<file path="config.mk">
export PLATFORM = sky130hd
export DESIGN_NAME = adder_sum_accumulator
export DESIGN_NICKNAME = d
export VERILOG_FILES = /design/src/rtl/adder_sum_accumulator.sv
export SDC_FILE = /design/constraint.sdc
export NUM_CORES = 1
export LEC_CHECK = 0
export BUFFER_PORTS_ARGS = -buffer_cell sky130_fd_sc_hd__buf_2
export CAP_MARGIN = 30
export CELL_PAD_IN_SITES_DETAIL_PLACEMENT = 0
export CELL_PAD_IN_SITES_GLOBAL_PLACEMENT = 1
export CORE_UTILIZATION = 45
export DETAILED_ROUTE_END_ITERATION = 10
export HOLD_SLACK_MARGIN = 0.08
export PLACE_DENSITY = 0.92
export SYNTH_ARGS = -nofsm -noshare
export SYNTH_HDL_FRONTEND = slang
export SYNTH_SLANG_ARGS = --single-unit
</file>
<file path="constraint.sdc">
create_clock -name clk -period 9.1 [get_ports clk]
set_input_delay 0.91 -clock clk [delete_from_list [all_inputs] [get_ports clk]]
set_output_delay 0.91 -clock clk [all_outputs]
set_load 0.01 [all_outputs]
</file>
<file path="src/rtl/adder_sum_accumulator.sv">
// adder_sum_accumulator
// Sums a programmable window of valid adder results into a wider accumulator.
// The total is then offered to a sink through a valid/ready handshake.
// A sticky flag records any carry lost out of the accumulator during the window.
module adder_sum_accumulator #(
  parameter int ADDER_WIDTH = 51,
  parameter int ACC_WIDTH   = 64,  // must be >= ADDER_WIDTH+1
  parameter int COUNT_WIDTH = 8
) (
  input  logic                   clk,
  input  logic                   reset_n,
  input  logic                   start,
  input  logic [COUNT_WIDTH-1:0] window_len,
  input  logic                   sum_valid,
  input  logic [ADDER_WIDTH:0]   sum,
  output logic                   busy,
  output logic [ACC_WIDTH-1:0]   acc_out,
  output logic [COUNT_WIDTH-1:0] acc_count,
  output logic                   acc_overflow,
  output logic                   out_valid,
  input  logic                   out_ready
);

  typedef enum logic [1:0] {
    ST_IDLE  = 2'd0,
    ST_ACCUM = 2'd1,
    ST_HOLD  = 2'd2
  } state_e;

  state_e                 state_q, state_d;
  logic [COUNT_WIDTH-1:0] len_q, len_d;
  logic [ACC_WIDTH-1:0]   acc_q, acc_d;
  logic [COUNT_WIDTH-1:0] count_q, count_d;
  logic                   ovf_q, ovf_d;
  logic                   valid_q, valid_d;

  // One extra bit above the accumulator catches the carry-out of each add.
  logic [ACC_WIDTH:0]     sum_full;
  logic [COUNT_WIDTH-1:0] count_inc;

  assign sum_full  = {1'b0, acc_q} + {1'b0, ACC_WIDTH'(sum)};
  assign count_inc = count_q + COUNT_WIDTH'(1);

  // State and datapath registers, cleared asynchronously by reset_n.
  always_ff @(posedge clk or negedge reset_n) begin
    if (!reset_n) begin
      state_q <= ST_IDLE;
      len_q   <= '0;
      acc_q   <= '0;
      count_q <= '0;
      ovf_q   <= 1'b0;
      valid_q <= 1'b0;
    end else begin
      state_q <= state_d;
      len_q   <= len_d;
      acc_q   <= acc_d;
      count_q <= count_d;
      ovf_q   <= ovf_d;
      valid_q <= valid_d;
    end
  end

  // Next-state and datapath update for the IDLE / ACCUM / HOLD sequence.
  always_comb begin
    state_d = state_q;
    len_d   = len_q;
    acc_d   = acc_q;
    count_d = count_q;
    ovf_d   = ovf_q;
    valid_d = valid_q;

    unique case (state_q)
      ST_IDLE: begin
        if (start) begin
          len_d   = window_len;
          acc_d   = '0;
          count_d = '0;
          ovf_d   = 1'b0;
          // An empty window skips accumulation; its result is raised one
          // cycle later from HOLD, matching the latency of a one-sample window.
          state_d = (window_len != '0) ? ST_ACCUM : ST_HOLD;
        end
      end

      ST_ACCUM: begin
        if (sum_valid) begin
          acc_d   = sum_full[ACC_WIDTH-1:0];
          ovf_d   = ovf_q | sum_full[ACC_WIDTH];
          count_d = count_inc;
          // Counter stops at len_q, so it never wraps even for the maximum window.
          if (count_inc == len_q) begin
            state_d = ST_HOLD;
            valid_d = 1'b1;
          end
        end
      end

      ST_HOLD: begin
        if (!valid_q) begin
          // Entered directly from IDLE with an empty window.
          valid_d = 1'b1;
        end else if (out_ready) begin
          valid_d = 1'b0;
          state_d = ST_IDLE;
        end
      end

      default: begin
        state_d = ST_IDLE;
        valid_d = 1'b0;
      end
    endcase
  end

  assign busy         = (state_q != ST_IDLE);
  assign acc_out      = acc_q;
  assign acc_count    = count_q;
  assign acc_overflow = ovf_q;
  assign out_valid    = valid_q;

endmodule

</file>
==> results of run 1 <==
-- per-stage QoR --
stage	setup WS, ns	hold WS (ns)	cells
after floorplan	5.49	0.476	798
final	5.31	0.510	1103
after global placement	5.10	0.486	1088
after CTS	5.34	0.516	1103
after detailed placement	4.99	0.502	1088
after global routing	5.07	0.531	1103
-- final cells by class --
type	instances	area (um2)	share of cell area, %
Inverter	16	60.1	0.773
Multi-Input combinational cell	661	4390	56.5
Tap cell	184	230	2.96
Clock inverter	5	30.0	0.387
Timing Repair Buffer	143	728	9.37
Sequential cell	84	2100	27.1
Clock buffer	10	229	2.95
-- kinds of logic (layout without fill, tap and decap cells) --
kind of cell | count (synthesis) | in the layout | synth area share [%]
AOI/OAI and AO/OA | 272 | 272 | 26.2
and+or+nand+nor | 260 | 260 | 18.7
DFF | 84 | 84 | 31.4
xor gates and xnor gates | 58 | 58 | 7.60
adders and majority gates | 57 | 57 | 10.8
buffers and inverters | 53 | 174 | 3.07
muxes | 14 | 14 | 2.25
-- metal layers --
layer	track usage [%]	vias to the layer above	share of wire [%]
li1	-	3146	-
met1	33.0	2979	48
met2	37.6	176	45
met3	3.62	13	5.3
met4	7.23	0	1.2
met5	0	-	0
-- path summary, 6_finish.rpt --
kind | endpoint | slack [ns] | cells past startpoint
min in group asynchronous | acc_out[17]$_DFFE_PN0P_ | 0.52 | 1
max | acc_out[54]$_DFFE_PN0P_ | 5.31 | 13
max reg2reg | acc_out[54]$_DFFE_PN0P_ | 5.54 | 12
min | acc_out[15]$_DFFE_PN0P_ | 0.51 | 2
min reg2reg | acc_out[15]$_DFFE_PN0P_ | 0.51 | 2
max in group asynchronous | acc_out[58]$_DFFE_PN0P_ | 7.57 | 2
-- sequential cells by signal, summed over array words and instances, names as in the netlist --
| signal | cells |
|---|---|
| acc_out | 64 |
| acc_count | 8 |
| len_q | 8 |
| state_q | 2 |
| acc_overflow | 1 |
| out_valid | 1 |
-- critical path, cell delays in order --
cell and delay [ns]:
buf_2 0.08, ha_1 0.20, inv_1 0.07, fa_1 0.40, and2b_1 0.25, o211ai_2 0.10, a31oi_2 0.30, a211oi_1 0.20
o41ai_2 0.68, a211oi_4 0.22, o31ai_4 0.34, a21oi_1 0.10, a31o_1 0.20
-- layout by cell type (no fill, tap or decap), types with 4 or more instances in the layout --
cell         n
or2_2        4
inv_1       16
and2_1       7
nor2b_1      6
nor4_1       5
dfrtp_1     84
nand2b_1     9
buf_2      138
xnor2_1     39
ha_1        56
clkbuf_16    9
a21o_1      31
a31oi_1      4
xor2_1      19
nor3b_1      4
nand2_1    107
nor2_1      44
nand3_1     23
o21a_1       8
a211oi_1     7
a22o_1       9
o211ai_1     4
o31ai_1      8
buf_4        5
o21bai_1    11
and3_1       7
o21ai_0     82
mux2i_1      6
nand4_1     20
nor3_1      12
mux2_2       8
a21oi_1     73
-- power breakdown --
part / switching [W] / internal, W / leakage (nW)
logic: 0.000606 / 0.000392 / 2.57
registers: 0.0000769 / 0.000460 / 1.13
clock network: 0.000156 / 0.000182 / 0.124
total: 0.000839 / 0.00103 / 3.82
==> results_dict.tcl, run 1 <==
set metrics [dict create \
    status "finished, final reports clean" \
    fp.dieW_um 124 \
    vias_per_cell 5.72 \
    nets 1037 \
    avgRoutedWirePerCell_um 16.0 \
    dp_hpwl_mm 13.4 \
    cts_resized 0 \
    maxSlewHeadroom_pct 34.8 \
    synth_top_area_cell "dfrtp_1" \
    finalWirelength_mm 17.6 \
    synth_ff_type "dfrtp_1" \
    clk_latency_ns 0.35 \
    overflow 0 \
    ys_ff_latch 84 \
    finalMaxSlewViolations 0 \
    period_minus_slack_ns 3.79 \
    fillers 1448 \
    rsz0062_at_grt "false" \
    critPathKind "input pin to flop" \
    num_io_pins 140 \
    antenna_cells 0 \
    finClkSkew_ns 0.00685 \
    p_per_area_nw_per_um2 241 \
    postCtsSetupBuffers 0 \
    io_buffers 139 \
    arrival_ns 4.03 \
    yosys_warnings 0 \
    drc 0 \
    synthArstFlopShare_pct 100 \
    holdCritStartpoint "acc_out[15]$_DFFE_PN0P_" \
    tns_ns 0 \
    grt_pass1_wl_mm 28.4 \
    end_kind "flop" \
    worst_pin_slew_ns 0.978 \
    num_vias 6314 \
    cts_tree "built" \
    dieArea_um2 15300 \
    worstPathRequired_ns 9.34 \
    die_h_um 124 \
    start_kind "input pin" \
    min_period_over_period_pct 41.7 \
    design.core.area_um2 14500 \
    synth-edff-count 0 \
    initial_core_util_pct 46.0 \
    place_area_um2 7510 \
    place_congestion 0.911 \
    p_leak_nw 3.82 \
    hold_violations 0 \
    power_w 0.00187 \
    min_path_type "flop to flop" \
    rows 44 \
    antenna_left 0 \
    final_core_util_pct 53.4 \
    synth.distinct_cells 69 \
    firstDrtPassIters 5 \
    crit_fanout 5 \
    max_freq_mhz 264 \
    cts_hold_buf 0 \
    clkTransAtPathRegs_ns 0.06 \
    grt_pass1_vias 5722 \
    cts_made_buffers 9 \
    avgSynthCellArea_um2 8.38 \
    synthTopCellsByArea "dfrtp_1, ha_1, o21ai_0" \
    syn_inst 798 \
    first_iter_violations 514 \
    drv_cap 0 \
    synth_common_cells "nand2_1, dfrtp_1, o21ai_0, a21oi_1, ha_1" \
    cts.sinks 84 \
    cts_buffer_depth 2 \
    final_cell_area_um2 7770 \
    syn_to_final_growth_pct 16.2 \
    clockRootBuffer "clkbuf_16" \
    yosys.area.top_type_share_pct 31.4 \
    seq_area_frac_synth_pct 31.4 \
    ir_drop_mv 0.201 \
    crit_path_start "sum[0]" \
    grt_start_max_net_pins 61 \
    setup_viol 0 \
    cts.htree.levels 3 \
    syn_nets 920 \
    drive_gt1_share_pct 19.6 \
    track_usage_pct 23.7 \
    rr_startpoint "acc_out[0]$_DFFE_PN0P_" \
    synth_most_common_cell "nand2_1" \
    antenna_found_initial 0 \
    syn-cell-area_um2 6680 \
]
No activity file was read; power rests on OpenSTA's default activity.
==> run 2, diff against run 1 <==
--- a/config.mk
+++ b/config.mk
@@ -9,10 +9,10 @@
 export CAP_MARGIN = 30
 export CELL_PAD_IN_SITES_DETAIL_PLACEMENT = 0
 export CELL_PAD_IN_SITES_GLOBAL_PLACEMENT = 1
-export CORE_UTILIZATION = 45
+export CORE_UTILIZATION = 37
 export DETAILED_ROUTE_END_ITERATION = 10
 export HOLD_SLACK_MARGIN = 0.08
-export PLACE_DENSITY = 0.92
+export PLACE_DENSITY = 0.82
 export SYNTH_ARGS = -nofsm -noshare
 export SYNTH_HDL_FRONTEND = slang
 export SYNTH_SLANG_ARGS = --single-unit
==> constraint.sdc (replaced) <==
create_clock -name clk -period 3.15 [get_ports clk]
set_input_delay 0.315 -clock clk [delete_from_list [all_inputs] [get_ports clk]]
set_output_delay 0.315 -clock clk [all_outputs]
set_load 0.01 [all_outputs]
==> results_dict.tcl, run 2 (synthesis results as in run 1) <==
set metrics [dict create \
    max_freq_mhz 331 \
    finalMaxSlewViolations 0 \
    dp_hpwl_mm 14.9 \
    rr_startpoint "acc_out[4]$_DFFE_PN0P_" \
    start_kind "flop" \
    ff2ff_path_depth 11 \
    p_per_area_nw_per_um2 701 \
    critPathKind "flop to flop" \
    p_leak_nw 4.11 \
    die_h_um 136 \
    layout_setup_ws_ns 0.125 \
    antenna_found_initial 1 \
    finalWirelength_mm 19.5 \
    vias_per_cell 5.46 \
    final_cell_mix "buf_2, nand2_1, dfrtp_1, o21ai_0, a21oi_1" \
    cts.htree.levels 3 \
    drv_cap 0 \
    first_iter_violations 323 \
    finClkSkew_ns 0.00672 \
    worst_pin_slew_ns 0.879 \
    num_vias 6537 \
    rr_endpoint "acc_out[55]$_DFFE_PN0P_" \
    num_io_pins 140 \
    ir_drop_mv 0.422 \
    clockRootBuffer "clkbuf_16" \
    cts_buffer_depth 2 \
    maxSlewHeadroom_pct 41.4 \
    rsz0062_at_grt "true" \
    rrSetupSlack_ns 0.12 \
    grt_pass1_wl_mm 32.1 \
    avgRoutedWirePerCell_um 16.3 \
    final_common_cell "buf_2" \
    track_usage_pct 21.9 \
    setup_viol 0 \
    dieArea_um2 18600 \
    status "finished, final reports clean" \
    worstPathRequired_ns 3.42 \
    place_congestion 0.931 \
    cts_hold_buf 0 \
    dp_slack_ns -0.0991 \
    crit_fanout 4 \
    clkTransAtPathRegs_ns 0.07 \
    hold_violations 0 \
    largest_reg_flops 64 \
    min_period_over_period_pct 96.0 \
    cts_tree "built" \
    drc 0 \
    min_path_type "input pin to asynchronous set/reset pin" \
    power_w 0.00586 \
    end_kind "flop" \
    overflow 0 \
    arrival_ns 3.30 \
    io_buffers 139 \
    antenna_left 0 \
    firstDrtPassIters 5 \
    syn_to_final_growth_pct 25.0 \
    cts.sinks 84 \
    drive_gt1_share_pct 24.8 \
    nets 1088 \
    rows 48 \
    fp.dieW_um 136 \
    clk_latency_ns 0.35 \
    initial_core_util_pct 38.2 \
    timing.hold.ws_ns 0.0888 \
    period_minus_slack_ns 3.03 \
    place_area_um2 7960 \
    grt_pass1_vias 6394 \
    grt_start_max_net_pins 64 \
    final_cell_area_um2 8350 \
    design.core.area_um2 17500 \
    final_core_util_pct 47.8 \
    cts_made_buffers 9 \
]
[run 2: changes by cell type in the layout (fill, tap and decap cells not counted), moves of 2 or more]
cell,previous run,this run
a211oi_1,7,5
a31oi_4,0,2
buf_4,5,55
a21oi_1,73,71
clkinv_2,3,1
[run 2: area by class of cell]
| class | instances | area, um2 |
|---|---|---|
| Fill cell | 1746 | 9120 |
| Multi-Input combinational cell | 661 | 4480 |
| Sequential cell | 84 | 2100 |
| Timing Repair Buffer | 194 | 1120 |
| Tap cell | 225 | 282 |
| Clock buffer | 11 | 243 |
| Clock inverter | 5 | 60.1 |
| Inverter | 16 | 60.1 |
| Antenna cell | 1 | 2.50 |
[run 2: critical path, cell delays in order, from the launching register on]
cell and delay (ns):
dfrtp_1 0.39, ha_1 0.37, o211ai_1 0.12, o21a_1 0.23
a2111o_1 0.50, a21oi_4 0.19, nor4b_4 0.08, o31ai_4 0.31
a2111oi_1 0.13, buf_4 0.15, or3_1 0.33, a21oi_1 0.14
[run 2: where the power goes]
part / internal, W / leakage [nW] / switching, W
combinational: 0.00134 / 2.84 / 0.00186
clock: 0.000640 / 0.146 / 0.000473
sequential: 0.00133 / 1.13 / 0.000218
[run 2: how the worst max path moves through the flow]
stage / from / to / slack, ns / depth (start not counted)
after detailed placement: sum[0] / acc_out[54]$_DFFE_PN0P_ / -0.1 / 15
after CTS: acc_out[0]$_DFFE_PN0P_ / acc_out[54]$_DFFE_PN0P_ / 0.01 / 14
after global placement: sum[4] / acc_out[55]$_DFFE_PN0P_ / 0.01 / 12
after floorplan: acc_out[0]$_DFFE_PN0P_ / acc_out[54]$_DFFE_PN0P_ / 0.03 / 12
final: acc_out[4]$_DFFE_PN0P_ / acc_out[55]$_DFFE_PN0P_ / 0.12 / 11
after global routing: acc_out[0]$_DFFE_PN0P_ / acc_out[56]$_DFFE_PN0P_ / -0.01 / 14
[run 2: routing by layer]
layer / up-vias / track usage (%) / wire, um
met5: - / 0 / 0
li1: 3256 / - / -
met2: 169 / 35.3 / 8950
met3: 16 / 3.65 / 1010
met4: 0 / 6.23 / 237
met1: 3096 / 29.9 / 9310
[run 2: through the flow]
step	setup TNS, ns	cells
2_1_floorplan	0	798
3_3_place_gp	0	1180
3_5_place_dp	-0.233	1180
4_1_cts	0	1196
5_1_grt	-0.0158	1196
6_report	0	1197
[run 2: timing repair]
action | 4_1_cts | 5_1_grt
pin swaps | 3 | 2
setup endpoints to repair | 2 | 17
gates resized for setup | 1 | 17
setup buffers | 0 | 0
==> run 3, diff against run 2 <==
--- a/config.mk
+++ b/config.mk
@@ -5,7 +5,7 @@
 export SDC_FILE = /design/constraint.sdc
 export NUM_CORES = 1
 export LEC_CHECK = 0
-export BUFFER_PORTS_ARGS = -buffer_cell sky130_fd_sc_hd__buf_2
+export BUFFER_PORTS_ARGS = -buffer_cell sky130_fd_sc_hd__clkbuf_2
 export CAP_MARGIN = 30
 export CELL_PAD_IN_SITES_DETAIL_PLACEMENT = 0
 export CELL_PAD_IN_SITES_GLOBAL_PLACEMENT = 1
@@ -13,6 +13,7 @@
 export DETAILED_ROUTE_END_ITERATION = 10
 export HOLD_SLACK_MARGIN = 0.08
 export PLACE_DENSITY = 0.82
+export REMOVE_ABC_BUFFERS = 1
 export SYNTH_ARGS = -nofsm -noshare
 export SYNTH_HDL_FRONTEND = slang
 export SYNTH_SLANG_ARGS = --single-unit
==> results_dict.tcl, run 3 (synthesis results as in run 1) <==
set metrics [dict create \
    fillers 1749 \
    gr-max-usage-layer "met2" \
    clockRootBuffer "clkbuf_16" \
    final_common_cell "clkbuf_2" \
    maxSlewHeadroom_pct 48.8 \
    cts.htree.levels 3 \
    ir_drop_mv 0.521 \
    die_h_um 136 \
    design.core.area_um2 17500 \
    antenna_found_initial 0 \
    p_per_area_nw_per_um2 705 \
    tns_ns 0 \
    syn_to_final_growth_pct 24.1 \
    cts_made_buffers 9 \
    grt_pass1_wl_mm 31.3 \
    num_io_pins 140 \
    use_met2_pct 35.1 \
    worst_pin_slew_ns 0.766 \
    track_usage_pct 21.5 \
    power_w 0.00585 \
    min_period_over_period_pct 96.3 \
    crit_path_start "acc_out[0]$_DFFE_PN0P_" \
    vias_per_cell 5.49 \
    firstDrtPassIters 5 \
    crit_fanout 5 \
    min_path_type "input pin to flop" \
    seqCellArea_um2 2100 \
    antenna_left 0 \
    rsz0062_at_grt "true" \
    critPathKind "flop to flop" \
    place_congestion 0.897 \
    final_cell_mix "clkbuf_2, nand2_1, dfrtp_1, o21ai_0, a21oi_1" \
    grtUsageMet3_pct 2.95 \
    worstPathRequired_ns 3.38 \
    rrSetupSlack_ns 0.12 \
    dieArea_um2 18600 \
    finClkSkew_ns 0.0116 \
    timing.hold.ws_ns 0.218 \
    setup_viol 0 \
    clkTransAtPathRegs_ns 0.06 \
    final_core_util_pct 47.5 \
    num_vias 6547 \
    arrival_ns 3.27 \
    end_kind "flop" \
    nets 1085 \
    status "finished, final reports clean" \
    antenna_cells 0 \
    cp-endpoint "acc_out[54]$_DFFE_PN0P_" \
    period_minus_slack_ns 3.03 \
    dp_hpwl_mm 14.8 \
    met1_usage_pct 29.5 \
    ff2ff_path_depth 14 \
    clk_latency_ns 0.35 \
    first_iter_violations 401 \
    avgRoutedWirePerCell_um 16.3 \
    fp.dieW_um 136 \
    drive_gt1_share_pct 24.3 \
    cts.sinks 84 \
    drc 0 \
    multiInputGateArea_um2 4450 \
    finalMaxSlewViolations 0 \
    overflow 0 \
    rows 48 \
    drv_cap 0 \
    cts_tree "built" \
    grt_pass1_vias 6273 \
    largest_reg_flops 64 \
    p_leak_nw 4.05 \
    cts_buffer_depth 2 \
    max_freq_mhz 330 \
    rr_startpoint "acc_out[0]$_DFFE_PN0P_" \
    grt_start_max_net_pins 42 \
    initial_core_util_pct 38.2 \
    hold_violations 0 \
    start_kind "flop" \
    rr_endpoint "acc_out[54]$_DFFE_PN0P_" \
    io_buffers 139 \
    finalWirelength_mm 19.5 \
]
==> run 3: critical path: stages (launching register included) <==
cell and delay, ns:
dfrtp_1 0.36, ha_2 0.18, inv_1 0.05, fa_1 0.37
and2b_1 0.23, o211ai_2 0.12, a31oi_4 0.28, a211oi_4 0.11
o41ai_2 0.28, buf_4 0.19, a211oi_4 0.06, buf_6 0.15
o31ai_4 0.22, a21oi_1 0.10, a31o_1 0.19
==> run 3: per-layer routing <==
metal	wire length, um	share of wire [%]	vias up
li1	-	-	3222
met1	9270	48	3129
met2	9040	46	184
met3	963	4.9	12
met4	208	1.1	0
met5	0	0	-
==> run 3: cell type report <==
| cell class | instances | share of cell area (%) |
|---|---|---|
| clock inverter | 4 | 0.573 |
| clock buffer | 12 | 3.09 |
| inverter | 16 | 0.724 |
| timing repair buffer | 191 | 13.2 |
| multi-input combinational | 661 | 53.7 |
| tap | 225 | 3.39 |
| sequential | 84 | 25.3 |
==> run 3: what timing repair did <==
| action | CTS | global route |
|---|---|---|
| resized for setup | 2 | 14 |
| hold buffers | 1 | 0 |
| hold endpoints to repair | 32 | 0 |
| pin swaps | 0 | 9 |
| setup endpoints to repair | 7 | 25 |
| buffers inserted | 0 | 6 |
==> run 3: worst min-delay path by stage <==
stage / startpoint / end / slack [ns] / depth (start not counted)
CTS: window_len[4] / len_q[4]$_DFFE_PN0P_ / 0.21 / 2
floorplan: reset_n / acc_count[0]$_DFFE_PN0P_ / 0.02 / 0
detailed placement: reset_n / acc_out[22]$_DFFE_PN0P_ / 0.32 / 1
global placement: reset_n / acc_out[22]$_DFFE_PN0P_ / 0.32 / 1
finish: window_len[4] / len_q[4]$_DFFE_PN0P_ / 0.22 / 2
global route: window_len[5] / len_q[5]$_DFFE_PN0P_ / 0.22 / 2
==> run 3: stage by stage <==
step | instance area, um2 | worst slack [ns] | std cells
3_5_place_dp | 7870 | -0.102 | 1170
5_1_grt | 8300 | -0.0636 | 1193
6_report | 8300 | 0.117 | 1193
4_1_cts | 8190 | 0.0121 | 1187
3_3_place_gp | 7870 | -0.0106 | 1170
2_1_floorplan | 6540 | -0.236 | 761
==> run 3: where the power goes <==
part / internal (W) / switching (W) / leakage [nW]
Clock: 0.000657 / 0.000472 / 0.149
Sequential: 0.00133 / 0.000225 / 1.13
Combinational: 0.00131 / 0.00186 / 2.78
